File: config.mk
export PLATFORM = sky130hd
export DESIGN_NAME = ram_dp_port_arb
export DESIGN_NICKNAME = d
export VERILOG_FILES = /design/src/rtl/ram_arb_pkg.sv /design/src/rtl/rr_arb2.sv /design/src/rtl/ram_dp_port_arb.sv
export SDC_FILE = /design/constraint.sdc
export NUM_CORES = 1
export LEC_CHECK = 0
export BUFFER_PORTS_ARGS = -buffer_cell sky130_fd_sc_hd__clkbuf_2
export CAP_MARGIN = 10
export CORE_AREA = 2 2 78 80
export CTS_BUF_LIST = sky130_fd_sc_hd__clkbuf_4
export CTS_CLUSTER_SIZE = 25
export DETAILED_ROUTE_END_ITERATION = 7
export DIE_AREA = 0 0 80 82
export GPL_ROUTABILITY_DRIVEN = 0
export PLACE_DENSITY = 0.62
export SYNTH_ARGS = -nofsm -noshare
export SYNTH_HDL_FRONTEND = slang
export SYNTH_SLANG_ARGS = --single-unit
File: constraint.sdc
create_clock -name clk -period 2.6 [get_ports clk]
set_clock_uncertainty 0.05 [all_clocks]
set_input_delay 0.13 -clock clk [delete_from_list [all_inputs] [get_ports clk]]
set_output_delay 0.13 -clock clk [all_outputs]
set_load 0.05 [all_outputs]
File: src/rtl/ram_arb_pkg.sv
// Shared constants for the two-client RAM port arbiter.
package ram_arb_pkg;

  localparam int unsigned NUM_CLIENTS  = 2;
  localparam int unsigned READ_LATENCY = 1;

  // RAM control pins are active low
  localparam logic RAM_EN  = 1'b0;
  localparam logic RAM_DIS = 1'b1;

endpackage

File: src/rtl/rr_arb2.sv
// Two-way round-robin arbiter with a per-client ownership lock.
module rr_arb2
  import ram_arb_pkg::*;
(
  input  logic                   clk,
  input  logic                   rst,
  input  logic [NUM_CLIENTS-1:0] req_i,
  input  logic [NUM_CLIENTS-1:0] lock_i,
  output logic [NUM_CLIENTS-1:0] gnt_o,
  output logic                   owner_o
);

  logic prio_q, prio_d;
  logic owner_q, owner_d;
  logic locked_q, locked_d;
  logic win;

  always_comb begin
    gnt_o = '0;
    if (rst) begin
      gnt_o = '0;
    end else if (locked_q) begin
      // A locked owner holds the port even while idle
      gnt_o[owner_q] = req_i[owner_q];
    end else if (&req_i) begin
      gnt_o[prio_q] = 1'b1;
    end else begin
      gnt_o = req_i;
    end
  end

  assign win = gnt_o[1];

  always_comb begin
    prio_d   = prio_q;
    owner_d  = owner_q;
    locked_d = locked_q;
    if (|gnt_o) begin
      prio_d   = ~win;
      owner_d  = win;
      locked_d = lock_i[win];
    end
  end

  always_ff @(posedge clk) begin
    if (rst) begin
      prio_q   <= 1'b0;
      owner_q  <= 1'b0;
      locked_q <= 1'b0;
    end else begin
      prio_q   <= prio_d;
      owner_q  <= owner_d;
      locked_q <= locked_d;
    end
  end

  assign owner_o = owner_q;

endmodule

File: src/rtl/ram_dp_port_arb.sv
// Time-shares one RAM port between two clients and routes each read back to its issuer.
module ram_dp_port_arb
  import ram_arb_pkg::*;
#(
  parameter int unsigned WORD_WIDTH = 32,
  parameter int unsigned ADDR_WIDTH = 8
) (
  input  logic                              clk,
  input  logic                              rst,
  input  logic [NUM_CLIENTS-1:0]            req_i,
  input  logic [NUM_CLIENTS-1:0]            we_i,
  input  logic [NUM_CLIENTS-1:0]            lock_i,
  input  logic [NUM_CLIENTS*ADDR_WIDTH-1:0] addr_i,
  input  logic [NUM_CLIENTS*WORD_WIDTH-1:0] wdata_i,
  output logic [NUM_CLIENTS-1:0]            gnt_o,
  output logic [NUM_CLIENTS-1:0]            rvalid_o,
  output logic [WORD_WIDTH-1:0]             rdata_o,
  output logic                              ram_cen_o,
  output logic                              ram_wen_o,
  output logic                              ram_oen_o,
  output logic [ADDR_WIDTH-1:0]             ram_addr_o,
  output logic [WORD_WIDTH-1:0]             ram_wdata_o,
  input  logic [WORD_WIDTH-1:0]             ram_rdata_i
);

  logic                   owner;
  logic                   sel;
  logic                   any_gnt;
  logic [NUM_CLIENTS-1:0] tag_d;
  logic [NUM_CLIENTS-1:0] tag_q [READ_LATENCY];

  rr_arb2 u_arb (
    .clk     (clk),
    .rst     (rst),
    .req_i   (req_i),
    .lock_i  (lock_i),
    .gnt_o   (gnt_o),
    .owner_o (owner)
  );

  assign any_gnt = |gnt_o;
  assign sel     = gnt_o[1];

  always_comb begin
    ram_cen_o   = RAM_DIS;
    ram_wen_o   = RAM_DIS;
    ram_addr_o  = '0;
    ram_wdata_o = '0;
    if (any_gnt) begin
      ram_cen_o   = RAM_EN;
      ram_wen_o   = we_i[sel] ? RAM_EN : RAM_DIS;
      ram_addr_o  = sel ? addr_i[2*ADDR_WIDTH-1:ADDR_WIDTH] : addr_i[ADDR_WIDTH-1:0];
      ram_wdata_o = sel ? wdata_i[2*WORD_WIDTH-1:WORD_WIDTH] : wdata_i[WORD_WIDTH-1:0];
    end
  end

  // Read tag: which client's read is in flight
  always_comb begin
    tag_d = gnt_o & ~we_i;
  end

  always_ff @(posedge clk) begin
    if (rst) begin
      for (int i = 0; i < READ_LATENCY; i++) tag_q[i] <= '0;
    end else begin
      tag_q[0] <= tag_d;
      for (int i = 1; i < READ_LATENCY; i++) tag_q[i] <= tag_q[i-1];
    end
  end

  // Gated by rst so a read issued just before reset never returns
  assign rvalid_o  = rst ? '0 : tag_q[READ_LATENCY-1];
  assign ram_oen_o = (|rvalid_o) ? RAM_EN : RAM_DIS;
  assign rdata_o   = ram_rdata_i;

  a_gnt_onehot: assert property (@(posedge clk) disable iff (rst) gnt_o != 2'b11);
  a_gnt_req: assert property (@(posedge clk) disable iff (rst) (gnt_o & ~req_i) == '0);
  a_rvalid_onehot: assert property (@(posedge clk) disable iff (rst) rvalid_o != 2'b11);
  a_owner: assert property (@(posedge clk) disable iff (rst) any_gnt |=> owner == $past(sel));

endmodule
# ---- Yosys cells after proc, flatten, opt, wreduce, memory -nomap -nowiden
# Memories as Yosys holds them, arrays and structs flattened.
# Cells that the tools add are included.
dict set report op_classes {
  reduce_logical 6
  n_bitwise 4
  order_cmp 5
  muxes 27
}
# cell count
set ops {}
lappend ops {{2-to-1 mux 32 bit} 2}
lappend ops {{2-to-1 mux 1 bit} 16}
lappend ops {{2-to-1 mux 8 bit} 2}
lappend ops {{2-to-1 mux 2 bit} 5}
lappend ops {{< comparator 1 x 2 -> 1 bit (second input constant)} 3}
lappend ops {{OR reduction 2 bit} 3}
lappend ops {{bitwise AND 2 bit} 2}
lappend ops {{demux 1 bit (select 1 bit)} 2}
lappend ops {{greater-or-equal comparator 1 bit (second input constant)} 2}
lappend ops {{logical AND 1 bit} 2}
lappend ops {{NOT 2 bit} 1}
lappend ops {{AND reduction 2 bit} 1}
lappend ops {{NOT 1 bit} 1}
dict set report totals {
  ram_bits 2
  input_bits 120
  out_inout_bits 79
  register_bits 3
  n_memories 1
  wordCells 46
}
# name words word_bits read_ports rd_ports_with_merged_regs wr line
set mem_list {}
lappend mem_list {tag_q 1 2 1 0 1 ram_dp_port_arb.sv:30} ;# logic [NUM_CLIENTS-1:0] tag_q [READ_LATENCY];

# ---- Longest topological paths before layout
dict set report depth {
  word_depth 11
  ltp_mapped 5
  depth_no_buf 4
}

# ---- Hierarchy
# From an unflattened synthesis, not the netlist that was laid out.
dict set report hier_totals {
  hier_cells 192
  area_unflattened_um2 1297.5
}
# module cells_per_inst area_each_um2 n_inst
set modules_own_cells {}
lappend modules_own_cells {ram_dp_port_arb 171 1103.6 1}
lappend modules_own_cells {rr_arb2 21 193.9 1}

# ---- Least setup slack after synthesis
# OpenSTA, ideal clock, no wires.
dict set report synth_path {
  path_type {register to output}
  start {reg u_arb.locked_q}
  end {out ram_wen_o}
  arrival_ns 1.864
  n_path_buf 2
  setup_slack_ns 0.556
  stages_incl_launch_ff 6
  cell_sequence {dfxtp_1 -> nand3b_1 -> and3_1 -> buf_2 -> buf_2 -> a22oi_1}
}
dict set report synth_via {
  elab_cells_between_ends 7
  classes_between {mux (6); reduce/logical (1)}
}
# element line
set synth_lines {}
lappend synth_lines {{start: declaration} rr_arb2.sv:15} ;# logic locked_q, locked_d;
lappend synth_lines {{start signal: assignment} rr_arb2.sv:53} ;# locked_q <= locked_d;
lappend synth_lines {{2-to-1 mux 2 bit} rr_arb2.sv:22} ;# end else if (locked_q) begin
lappend synth_lines {{2-to-1 mux 2 bit} rr_arb2.sv:20} ;# if (rst) begin
lappend synth_lines {{net gnt_o[0]} ram_dp_port_arb.sv:15} ;# output logic [NUM_CLIENTS-1:0] gnt_o,
lappend synth_lines {{OR reduction 2 bit} ram_dp_port_arb.sv:41} ;# assign any_gnt = |gnt_o;
lappend synth_lines {{2-to-1 mux 1 bit} ram_dp_port_arb.sv:49} ;# if (any_gnt) begin
lappend synth_lines {{end: declaration} ram_dp_port_arb.sv:19} ;# output logic ram_wen_o,
# The timed path passes the listed nets, and every way through them passes these cells. The select of a mux whose other input is x is not followed.

# ---- Final worst setup path
dict set report layout_path {
  start {reg u_arb.locked_q}
  end {out ram_wdata_o[14]}
}
dict set report layout_via {
  elab_chain_cells 4
  elab_cells_between_ends 5
  classes_between {mux (4); reduce/logical (1)}
}
# element line
set layout_rtl {}
lappend layout_rtl {{2-to-1 mux 2 bit (*)} rr_arb2.sv:22}
lappend layout_rtl {{2-to-1 mux 2 bit (*)} rr_arb2.sv:20}
lappend layout_rtl {{2-to-1 mux 32 bit / OR reduction 2 bit (equally long branches)} {ram_dp_port_arb.sv:53, ram_dp_port_arb.sv:41}}
lappend layout_rtl {{2-to-1 mux 32 bit (*)} ram_dp_port_arb.sv:49}
lappend layout_rtl {{end: declaration} ram_dp_port_arb.sv:22} ;# output logic [WORD_WIDTH-1:0] ram_wdata_o,
# Every way passes the cells marked *; elsewhere a longest branch is shown, timed or not.

==> tab_implementation.tex <==
\begin{tabular}{lr}
\hline
Metric & Value \\
\hline
\multicolumn{2}{l}{\textbf{Outcome}} \\
\quad Outcome & complete, no violations \\
\multicolumn{2}{l}{\textbf{Global route}} \\
\quad Number of antenna violations at the first check in global routing & 1 \\
\quad First-pass GRT wire length & 4440 um \\
\quad Total track usage & 0.0843 \\
\quad Number of global-route vias before repair & 1036 \\
\quad Overall overflow remaining after global route & 0 \\
\quad Pin count of the biggest net entering global routing & 44 \\
\multicolumn{2}{l}{\textbf{CTS}} \\
\quad Clock Latency Late Sink & 0.23 ns \\
\quad Deepest level of the CTS H-tree & 1 \\
\quad CTS sink cnt & 5 \\
\quad Clock root buffer & sky130\_fd\_sc\_hd\_\_clkbuf\_4 \\
\quad Post-cts sizing count & 0 \\
\quad Cts hold-fix bufs & 0 \\
\quad Buffer depth of the longest clock path & 2 \\
\quad Clock transition time at the flip-flop clock pins of the worst setup and hold paths & 0.04 ns \\
\quad TritonCTS clock tree & yes \\
\quad Inserted Clock Buffers & 3 \\
\quad Buffers inserted by post-CTS timing repair & 0 \\
\multicolumn{2}{l}{\textbf{Final layout}} \\
\quad Final-stage net count & 335 \\
\quad Layout cell share with drive strength beyond 1 & 0.687 \\
\quad Filler cells & 643 \\
\quad Final core utilization & 0.252 \\
\quad Ant. Diodes & 0 \\
\quad Layout Area Growth over Synthesis & 47.1\% \\
\multicolumn{2}{l}{\textbf{Pwr}} \\
\quad Switching portion of total power & 0.537 \\
\quad Cell-internal power & 0.286 mW \\
\quad Peak VDD IR & 0.174 mV \\
\quad Part of the total power dissipated in the clock network & 0.157 \\
\quad Flop pwr share & 0.145 \\
\quad Reported net switching power & 0.332 mW \\
\quad Power density relative to cell area & 426 nW/um2 \\
\quad Combinational power share & 0.698 \\
\quad LEAKAGE & 0.856 nW \\
\quad Final Total Pwr & 0.618 mW \\
\multicolumn{2}{l}{\textbf{Setup path}} \\
\quad Critical-path cell list & nor3b\_2 -> or3\_4 -> inv\_8 -> a22o\_1 -> clkbuf\_2 \\
\quad Critical Path End & ram\_wdata\_o[14] \\
\quad Largest stage delay on the critical path & 0.44 ns \\
\quad Count of cells along the worst register-to-register path & 3 \\
\quad CP required & 2.42 ns \\
\quad Startpoint of the most critical register-to-register path & u\_arb.locked\_q \\
\quad Critical-path top delay cell & sky130\_fd\_sc\_hd\_\_or3\_4 \\
\quad CP max FO & 43 \\
\quad Worst reg-to-reg setup slack & 1.26 ns \\
\quad Launch point of the critical path & u\_arb.locked\_q \\
\quad Endpoint type of the worst setup path & output pin \\
\quad CP startpoint kind & flip-flop \\
\quad Buf+Inv Stages, Crit Path & 2 \\
\quad Worst Path Class, Setup & flip-flop to output pin \\
\quad RR Endpoint & u\_arb.locked\_q \\
\quad Instance count on the critical path & 5 \\
\quad Data arrival time of the critical path & 1.93 ns \\
\quad Kind of cell adding the most delay to the critical path & simple AND/OR/NAND/NOR gates \\
\multicolumn{2}{l}{\textbf{Run}} \\
\quad Max cap viols & 0 \\
\multicolumn{2}{l}{\textbf{Synth}} \\
\quad Number of nets in the synthesized netlist & 235 \\
\quad Number of flops mapped to enable cells by yosys & 0 \\
\quad Post-synth top cells & sky130\_fd\_sc\_hd\_\_a22o\_1, sky130\_fd\_sc\_hd\_\_buf\_4, sky130\_fd\_sc\_hd\_\_buf\_2, sky130\_fd\_sc\_hd\_\_dfxtp\_1 \\
\quad Main flop type after synthesis & sky130\_fd\_sc\_hd\_\_dfxtp\_1 \\
\quad Synthesized area per cell & 8.57 um2 \\
\quad Fraction of the yosys area taken by sequential cells & 0.102 \\
\quad Fraction of synthesized cell area taken by the top area cell type & 0.329 \\
\quad Post-Syn Area & 986 um2 \\
\quad Most instantiated library cell after synthesis & sky130\_fd\_sc\_hd\_\_a22o\_1 \\
\quad Synthesized flop and latch total & 5 \\
\quad Post-synth cell types & 26 \\
\quad Fraction of synthesis flops using an asynchronous set or reset pin & 0 \\
\quad Number of instances in the synthesized netlist & 115 \\
\quad Post-synthesis cell type with the largest combined area & sky130\_fd\_sc\_hd\_\_a22o\_1 \\
\quad Total of warnings raised by yosys & 0 \\
\quad Biggest area contributors in the synthesized netlist & sky130\_fd\_sc\_hd\_\_a22o\_1, sky130\_fd\_sc\_hd\_\_buf\_4, sky130\_fd\_sc\_hd\_\_dfxtp\_1 \\
\multicolumn{2}{l}{\textbf{Timing}} \\
\quad Transition time at the pin with the least slew margin & 0.320 ns \\
\quad Ratio of final minimum period to clock period & 0.812 \\
\quad Setup TNS & 0 ns \\
\quad Final setup vio count & 0 \\
\quad Max-slew headroom at the worst pin & 0.787 \\
\quad Fmax & 473 MHz \\
\quad Number of pins with negative max-slew slack in the final report & 0 \\
\quad Final hold vios & 0 \\
\quad Final critical-path required period & 2.11 ns \\
\quad Setup repair after global routing missed its margin & false \\
\multicolumn{2}{l}{\textbf{Placement}} \\
\quad HPWL after detailed placement & 2920 um \\
\quad Port-buffer cells & 134 \\
\multicolumn{2}{l}{\textbf{Floorplanning}} \\
\quad Starting density of the core & 0.172 \\
\quad Row count & 28 \\
\quad Die width & 80 um \\
\quad Die outline area & 6560 um2 \\
\quad Core Area & 5750 um2 \\
\quad Top-level port count & 199 \\
\quad Vertical die dimension & 82 um \\
\multicolumn{2}{l}{\textbf{Route}} \\
\quad Detail-routed net length per standard cell & 11.9 um \\
\quad Final wirelength & 3440 um \\
\quad DR vias/cell & 4.25 \\
\quad Count of nets left with antenna violations after detail routing & 0 \\
\quad Count of TritonRoute iterations in the first routing pass & 4 \\
\quad DRC & 0 \\
\quad Vias & 1227 \\
\quad Initial DRC count & 6 \\
\multicolumn{2}{l}{\textbf{Min path}} \\
\quad Class of the most critical hold timing path & input port to flip-flop \\
\hline
\end{tabular}
cell type report:
cell class,count,area [um2],share of cell area
clock buffer,4,30.0,0.0207
inverter,4,22.5,0.0155
multi-input combinational,65,518,0.357
sequential,5,100,0.0690
tap,75,93.8,0.0647
timing repair buffer,136,686,0.473
power by group through the flow:
stage	sequential, mW	clock [mW]	combinational [mW]
floorplan	0.0895	0	0.455
global placement	0.0904	0	0.433
detailed placement	0.0910	0	0.436
CTS	0.0897	0.102	0.437
global route	0.0910	0.108	0.457
finish	0.0899	0.0971	0.431
routing by layer:
metal | vias to the layer above | wire length (um) | GRT usage
li1 | 599 | - | -
met1 | 543 | 1250 | 0.0841
met2 | 79 | 1760 | 0.171
met3 | 4 | 417 | 0.0220
met4 | 2 | 10 | 0.0220
met5 | - | 13 | 0
placed cells by master, fill, tap and decap left out, drive strengths merged:
cell type	Yosys	layout
o211ai	1	1
dfxtp	5	5
nand4	1	1
o21ai	2	2
nor2b	5	5
nand3b	1	1
o31ai	1	1
nor3b	1	1
a311oi	1	1
and3	1	1
nand2b	2	2
a21oi	1	1
buf	41	2
a22o	40	40
inv	4	4
a22oi	1	1
nor4	1	1
a31oi	1	1
nor2	3	3
clkbuf	0	138
nand2	1	1
or3	1	1
through the flow:
| stage | hold WS (ns) | std cells | instance area [um2] | worst slack, ns |
|---|---|---|---|---|
| after floorplan | 0.149 | 115 | 986 | 0.556 |
| after global placement | 0.210 | 285 | 1420 | 0.786 |
| after detailed placement | 0.210 | 285 | 1420 | 0.748 |
| after CTS | 0.0114 | 289 | 1450 | 0.486 |
| after global routing | 0.0105 | 289 | 1450 | 0.401 |
| final | 0.0173 | 289 | 1450 | 0.488 |
logic make-up (layout without fill, tap and decap cells):
| family | after synthesis | in the layout | share of synthesized area |
|---|---|---|---|
| AOI/OAI and AO/OA | 48 | 48 | 0.412 |
| DFF | 5 | 5 | 0.102 |
| and+or+nand+nor | 17 | 17 | 0.113 |
| buffers and inverters | 45 | 144 | 0.373 |
state kept, by name (all words and copies together) (netlist names):
signal          count
u_arb.prio_q        1
tag_q               2
u_arb.owner_o       1
u_arb.locked_q      1
worst min-delay path by stage:
stage / startpoint / endpoint / slack [ns] / cells past startpoint
detailed placement: ram_rdata_i[14] / rdata_o[14] / 0.21 / 0
global placement: ram_rdata_i[14] / rdata_o[14] / 0.21 / 0
CTS: we_i[0] / tag_q[0][0] / 0.01 / 2
finish: we_i[0] / tag_q[0][0] / 0.02 / 2
floorplan: rst / u_arb.owner_o / 0.15 / 1
global route: we_i[0] / tag_q[0][0] / 0.01 / 2
No activity file was read; power rests on OpenSTA's default activity.
